`src/rtl/button_dir_queue.sv`:
```
// Snake-game direction input: synchronise and debounce four buttons, then queue one-hot requests popped on tick.
// Optional REVERSE_LOCK_EN: drop requests opposite the reference direction.
module button_dir_queue #(
    parameter int unsigned SYNC_STAGES     = 2,
    parameter int unsigned DEBOUNCE_CYCLES = 500000,
    parameter int unsigned QUEUE_DEPTH     = 2,
    parameter logic [3:0]  INIT_DIR        = 4'b0010,
    localparam int unsigned CNT_W = $clog2(DEBOUNCE_CYCLES + 1),
    localparam int unsigned QW    = $clog2(QUEUE_DEPTH + 1)
) (
    input  logic          clk,
    input  logic          rst,
    input  logic          l,
    input  logic          r,
    input  logic          u,
    input  logic          d,
    input  logic          tick,
    output logic [3:0]    direction,
    output logic [QW-1:0] queue_count,
    output logic          overflow
);

    localparam int unsigned PW = (QUEUE_DEPTH > 1) ? $clog2(QUEUE_DEPTH) : 1;

    logic [3:0]             raw;
    logic [SYNC_STAGES-1:0] sync_q [4];
    logic [CNT_W-1:0]       cnt_q  [4];
    logic [3:0]             synced;
    logic [3:0]             stable_q;
    logic [3:0]             stable_prev;
    logic [3:0]             press;

    logic [3:0]    mem [QUEUE_DEPTH];
    logic [PW-1:0] rd_ptr;
    logic [PW-1:0] wr_ptr;
    logic [PW-1:0] last_ptr;
    logic [3:0]    cand;
    logic [3:0]    ref_dir;
    logic          accept;
    logic          do_pop;
    logic          do_push;
    logic          drop_full;

    assign raw = {d, u, r, l};

    function automatic logic [PW-1:0] ptr_inc(input logic [PW-1:0] p);
        return (p == PW'(QUEUE_DEPTH - 1)) ? '0 : p + 1'b1;
    endfunction

    always_ff @(posedge clk or posedge rst) begin
        if (rst) begin
            for (int unsigned i = 0; i < 4; i++) begin
                sync_q[i] <= '0;
                cnt_q[i]  <= '0;
            end
            stable_q    <= '0;
            stable_prev <= '0;
        end else begin
            stable_prev <= stable_q;
            for (int unsigned i = 0; i < 4; i++) begin
                sync_q[i] <= {sync_q[i][SYNC_STAGES-2:0], raw[i]};
                if (synced[i] != stable_q[i]) begin
                    if (cnt_q[i] == CNT_W'(DEBOUNCE_CYCLES - 1)) begin
                        stable_q[i] <= ~stable_q[i];
                        cnt_q[i]    <= '0;
                    end else begin
                        cnt_q[i] <= cnt_q[i] + 1'b1;
                    end
                end else begin
                    cnt_q[i] <= '0;
                end
            end
        end
    end

    always_comb begin
        for (int unsigned i = 0; i < 4; i++) begin
            synced[i] = sync_q[i][SYNC_STAGES-1];
        end
        press = stable_q & ~stable_prev;

        // Priority L > R > U > D; lower simultaneous presses are discarded
        cand = '0;
        if (press[0])      cand = 4'b0001;
        else if (press[1]) cand = 4'b0010;
        else if (press[2]) cand = 4'b0100;
        else if (press[3]) cand = 4'b1000;

        last_ptr = (wr_ptr == '0) ? PW'(QUEUE_DEPTH - 1) : wr_ptr - 1'b1;
        ref_dir  = (queue_count != '0) ? mem[last_ptr] : direction;

        accept = (cand != '0) && (cand != ref_dir);
`ifdef REVERSE_LOCK_EN
        if (cand == {ref_dir[2], ref_dir[3], ref_dir[0], ref_dir[1]}) begin
            accept = 1'b0;
        end
`endif
        do_pop    = tick && (queue_count != '0);
        do_push   = accept && ((queue_count != QW'(QUEUE_DEPTH)) || do_pop);
        drop_full = accept && !do_push;
    end

    always_ff @(posedge clk or posedge rst) begin
        if (rst) begin
            for (int unsigned i = 0; i < QUEUE_DEPTH; i++) begin
                mem[i] <= '0;
            end
            rd_ptr      <= '0;
            wr_ptr      <= '0;
            queue_count <= '0;
            direction   <= INIT_DIR;
            overflow    <= 1'b0;
        end else begin
            overflow <= drop_full;
            if (do_pop) begin
                direction <= mem[rd_ptr];
                rd_ptr    <= ptr_inc(rd_ptr);
            end
            if (do_push) begin
                mem[wr_ptr] <= cand;
                wr_ptr      <= ptr_inc(wr_ptr);
            end
            case ({do_push, do_pop})
                2'b10:   queue_count <= queue_count + 1'b1;
                2'b01:   queue_count <= queue_count - 1'b1;
                default: queue_count <= queue_count;
            endcase
        end
    end

endmodule

```
`config.mk`:
```
export PLATFORM = sky130hd
export DESIGN_NAME = button_dir_queue
export DESIGN_NICKNAME = d
export VERILOG_FILES = /design/src/rtl/button_dir_queue.sv
export SDC_FILE = /design/constraint.sdc
export NUM_CORES = 1
export LEC_CHECK = 0
export CAP_MARGIN = 20
export CORE_UTILIZATION = 45
export CTS_BUF_LIST = sky130_fd_sc_hd__clkbuf_16
export DETAILED_ROUTE_END_ITERATION = 8
export PLACE_DENSITY = 0.62
export SYNTH_ARGS = -nofsm -noshare
export SYNTH_HDL_FRONTEND = slang
export SYNTH_SLANG_ARGS = --single-unit
```
`constraint.sdc`:
```
create_clock -name clk -period 3.8 [get_ports clk]
set_clock_uncertainty 0.15 [all_clocks]
set_input_delay 0.38 -clock clk [delete_from_list [all_inputs] [get_ports clk]]
set_output_delay 0.38 -clock clk [all_outputs]
set_load 0.005 [all_outputs]
```
Word level (Yosys, flattened, before mapping)
Cells that the tools add are included.

Bits in registers: 109. Output and inout bits: 7.

$add $sub $neg: 9. Order comparisons: 4. Eq/ne operators: 12. Muxes and demuxes: 26. Bitwise operators: 9. Reductions and logical operators: 14.

Operators with widths (number): 2-to-1 mux 19 bit (8); adder 19 x 1 -> 19 bit, second input constant (4); == test 19 bit, second input constant (4); 2-to-1 mux 4 bit (12); bitwise mux 8 bit (1); AND reduction 2 bit (4); greater-or-equal comparator 2 bit, second input constant (3); NOT 1 -> 2 bit (3); logical AND 1 bit (5); AND 4 bit (1); demux 4 bit (select 1 bit) (1); != test 1 bit (4); != test 4 bit (1); NOT 1 bit (4); NOT 4 bit (1); case mux 2 bit (2 select lines) (1); nonzero test 2 bit (2); nonzero test 4 bit (1); 2-to-1 mux 1 bit (3); adder 1 bit, second input constant (2); adder 2 x 1 -> 2 bit, second input constant (1); == test 2 x 1 -> 1 bit, second input constant (1); == test 2 bit, second input constant (1); < comparator 2 x 1 -> 1 bit, second input constant (1); other kinds (5) (5).

Logic depth before layout (Yosys ltp)
Word-level depth: 12. Depth in mapped cells: 10. Gate-level depth less buffers: 9.

Worst setup path before layout
No wires, ideal clock.

Path type: register to register. From: register stable_q[0]. To: register queue_count[1]. Library setup time: 0.079 ns. Data arrival time: 2.043 ns. Data required time: 3.571 ns. Setup slack: 1.528 ns. Cell stages (with the launch flop): 10. Path through: dfrtp_1 -> nor2b_1 -> buf_2 -> nor4_4 -> xor2_1 -> a41oi_2 -> nand2_1 -> ha_1 -> nor2_1 -> xor2_1.

Word-level cells in the longest chain between the ends: 7. Elaborated cells between the ends (all ways): 10.

Ends and longest elaborated chain: start: declaration (RTL line 29) `logic [3:0] stable_q;`; start signal: indexed assignment (RTL line 64) `stable_q[i] <= ~stable_q[i];`; AND 4 bit * (RTL line 80) `press = stable_q & ~stable_prev;`; 2-to-1 mux 4 bit * (RTL line 84) `if (press[0]) cand = 4'b0001;`; != test 4 bit or nonzero test 4 bit (tied branches) (RTL line 92) `accept = (cand != '0) && (cand != ref_dir);`; logical AND 1 bit * (RTL line 92); logical AND 1 bit * (RTL line 99) `do_push = accept && ((queue_count != QW'(QUEUE_DEPTH)) || do_pop);`; == test 2 x 1 -> 1 bit or == test 2 bit (tied branches) (RTL line 123) `case ({do_push, do_pop})`; case mux 2 bit (2 select lines) or nonzero test 2 bit (tied branches); end signal: assignment (RTL line 124) `2'b10: queue_count <= queue_count + 1'b1;`; end signal: assignment (RTL line 125) `2'b01: queue_count <= queue_count - 1'b1;`; end signal: assignment (RTL line 126) `default: queue_count <= queue_count;`; end: declaration (RTL line 19) `output logic [QW-1:0] queue_count,`.

Mark *: on every way between the ends. The rest lies on a longest branch, timed or not. A chain may end at the register's enable or synchronous reset.

Final worst setup path
Same ends and word-level chain as after synthesis.

==> results_dict.tcl <==
set metrics [dict create \
    status "complete, no violations" \
    endpoint_kind "flip-flop" \
    async_flop_share_pct 100 \
    wl_microns 7900 \
    path_depth 8 \
    synthFlopType "dfrtp_1" \
    path_delay_family "simple AND/OR/NAND/NOR gates" \
    io_pins 14 \
    viasPerCell 5.04 \
    grt_pass1_vias 3076 \
    nets 497 \
    cts_resized 0 \
    grt_overflow 0 \
    hold_class "flip-flop to flip-flop" \
    hold_violations 0 \
    multi_input_area_sq_um 2200 \
    timing.fmax_mhz 394 \
    critPathLaunchType "flip-flop" \
    dr.first_iter.drc_count 95 \
    layout_min_cycle_time_ps 2540 \
    wl_per_cell_microns 12.6 \
    dp_hpwl_microns 5430 \
    p_leak_nw 2.44 \
    avgSynthCellArea_sq_um 10.6 \
    maxUsedRoutingLayer "met4" \
    path_buf_inv 0 \
    ys_seq_elements 109 \
    tritoncts "yes" \
    ys_seq_area_share_pct 54.4 \
    tightest_slew_ps 915 \
    num_vias 3163 \
    antenna_found_initial 0 \
    r2r-start "stable_q[0]$_DFFE_PP0P_" \
    io_buffers 13 \
    reg2regPathDepth 8 \
    wl_met2_microns 3570 \
    num_rows 38 \
    fillCellCount 977 \
    root_buffer "clkbuf_16" \
    fp.dieH_microns 108 \
    clkTransAtPathRegs_ps 70 \
    gp_congestion 0.773 \
    grt_start_max_net_pins 79 \
    arrival_ps 2650 \
    slew_headroom_pct 39.0 \
    core_area_sq_um 10800 \
    path_cells "nor2b_1 -> nor4_4 -> xor2_1 -> a41oi_2 -> nand2_1 -> ha_1 -> nor2_1 -> xor2_1" \
    post-cts-setup-buffer-count 0 \
    powerDensity_nw_per_um2 396 \
    critPathMostFrequentCell "xor2_1" \
    regArea_sq_um 2730 \
    grt_pass1_wl_microns 14300 \
    clk_latency_ps 340 \
    cts_buffers 9 \
    htree_levels 3 \
    remaining_drc_errors 0 \
    yosysWarnings 0 \
    min_from "sync_q[0]$_DFF_PP0_" \
    final_util_pct 51.5 \
    die_w_microns 108 \
    maxCapViolCount 0 \
    initial_core_util_pct 46.3 \
    slowest_delay_ps 540 \
    cp-startpoint "stable_q[0]$_DFFE_PP0P_" \
    first_pass_iters 4 \
    met1_length_microns 3970 \
    crit_type "flip-flop to flip-flop" \
    layout_common_cells "108 x dfrtp_1, 92 x nor2_1, 47 x xor2_1" \
    wl_met3_microns 252 \
    cp_slowest_cell "nor2b_1" \
    slew_violations 0 \
    synthCells 471 \
    antennaDiodeCount 0 \
    dieArea_sq_um 11600 \
    rsz0062_at_grt "false" \
    hold_buffers 0 \
    ctsLongestPathBuffers 2 \
    area_growth_pct 11.3 \
    synth_edf_count 0 \
    finalSetupViolCount 0 \
    tns_ps 0 \
    r2r_slack_ps 1260 \
    finalCritPeriodShare_pct 66.7 \
    grt_usage_pct 15.9 \
    layout_commonest_cell "dfrtp_1" \
    synthesis.nets 483 \
    syn_area_sq_um 5020 \
    crit_required_ps 3920 \
    synth_cell_types 35 \
    path_max_fanout 7 \
    ir_drop_mv 0.292 \
    drive_gt1_share_pct 6.56 \
    ant_nets 0 \
    holdPathStages 0 \
    cts_sinks 109 \
]
[layout make-up]
cell class              count  share of cell area, %
well taps                 140                   3.14
multi-input cells         342                   39.4
repair buffers             15                   2.60
clock buffers               9                   4.03
inverters                   8                  0.583
clock inverters             5                   1.41
flip-flops and latches    109                   48.9
[through the flow]
step	cell area [sq um]	instances	hold slack, ps	setup slack, ps	power [mW]
2_1_floorplan	5020	471	181	398	1.25
3_3_place_gp	5280	614	181	1370	1.27
3_5_place_dp	5280	614	193	1270	1.28
4_1_cts	5580	628	209	1240	2.25
5_1_grt	5580	628	217	1040	2.30
6_report	5580	628	204	1260	2.21
[synth_stat cells, types with 4 or more instances]
cell type,number,area share (%)
mux2i_1,8,1.6
and3_1,7,0.87
xor2_1,47,8.2
nand4_1,12,1.5
or2_2,4,0.50
dfrtp_1,108,54
and4_1,7,1.2
mux2_2,5,1.1
ha_1,5,1.2
nand3_1,29,2.9
o21ai_0,4,0.40
mux2_1,11,2.5
nor4b_1,4,0.70
inv_1,8,0.60
nor3_1,5,0.50
nor2b_1,5,0.62
nand2_1,35,2.6
nor2_1,92,6.9
nor4_1,11,1.4
buf_2,11,1.1
xnor2_1,34,5.9
[cells by family after synthesis]
| family | after synthesis | share of synthesized area [%] |
|---|---|---|
| DFF | 109 | 54.4 |
| AOI/OAI and AO/OA | 6 | 0.823 |
| muxes | 24 | 5.19 |
| adders and majority gates | 5 | 1.25 |
| xor gates and xnor gates | 81 | 14.1 |
| buffers and inverters | 20 | 1.77 |
| and+or+nand+nor | 226 | 22.4 |
[registers in the layout, indices dropped and copies added, names as in the netlist]
register     flops
rd_ptr           1
direction        4
wr_ptr           1
queue_count      2
mem              8
overflow         1
cnt_q           76
stable_q         4
sync_q           8
stable_prev      4
[final timing paths]
path / to
max: queue_count[1]$_DFFE_PP0P_
min: sync_q[1]$_DFF_PP0_
max reg2reg: queue_count[1]$_DFFE_PP0P_
min reg2reg: sync_q[1]$_DFF_PP0_
max in group asynchronous: cnt_q[37]$_DFF_PP0_
min in group asynchronous: sync_q[3]$_DFF_PP0_
[layer usage]
layer  global-route usage (%)  up-vias
li1                         -     1598
met1                     21.5     1532
met2                     24.5       27
met3                     5.33        6
met4                     4.40        0
met5                        0        -
[power breakdown]
group | internal, mW | switching (mW) | total, mW | leakage [nW]
combinational | 0.0197 | 0.0438 | 0.0636 | 0.809
clock | 0.567 | 0.391 | 0.959 | 0.145
sequential | 1.17 | 0.0124 | 1.19 | 1.49
No activity file was read; power rests on OpenSTA's default activity.
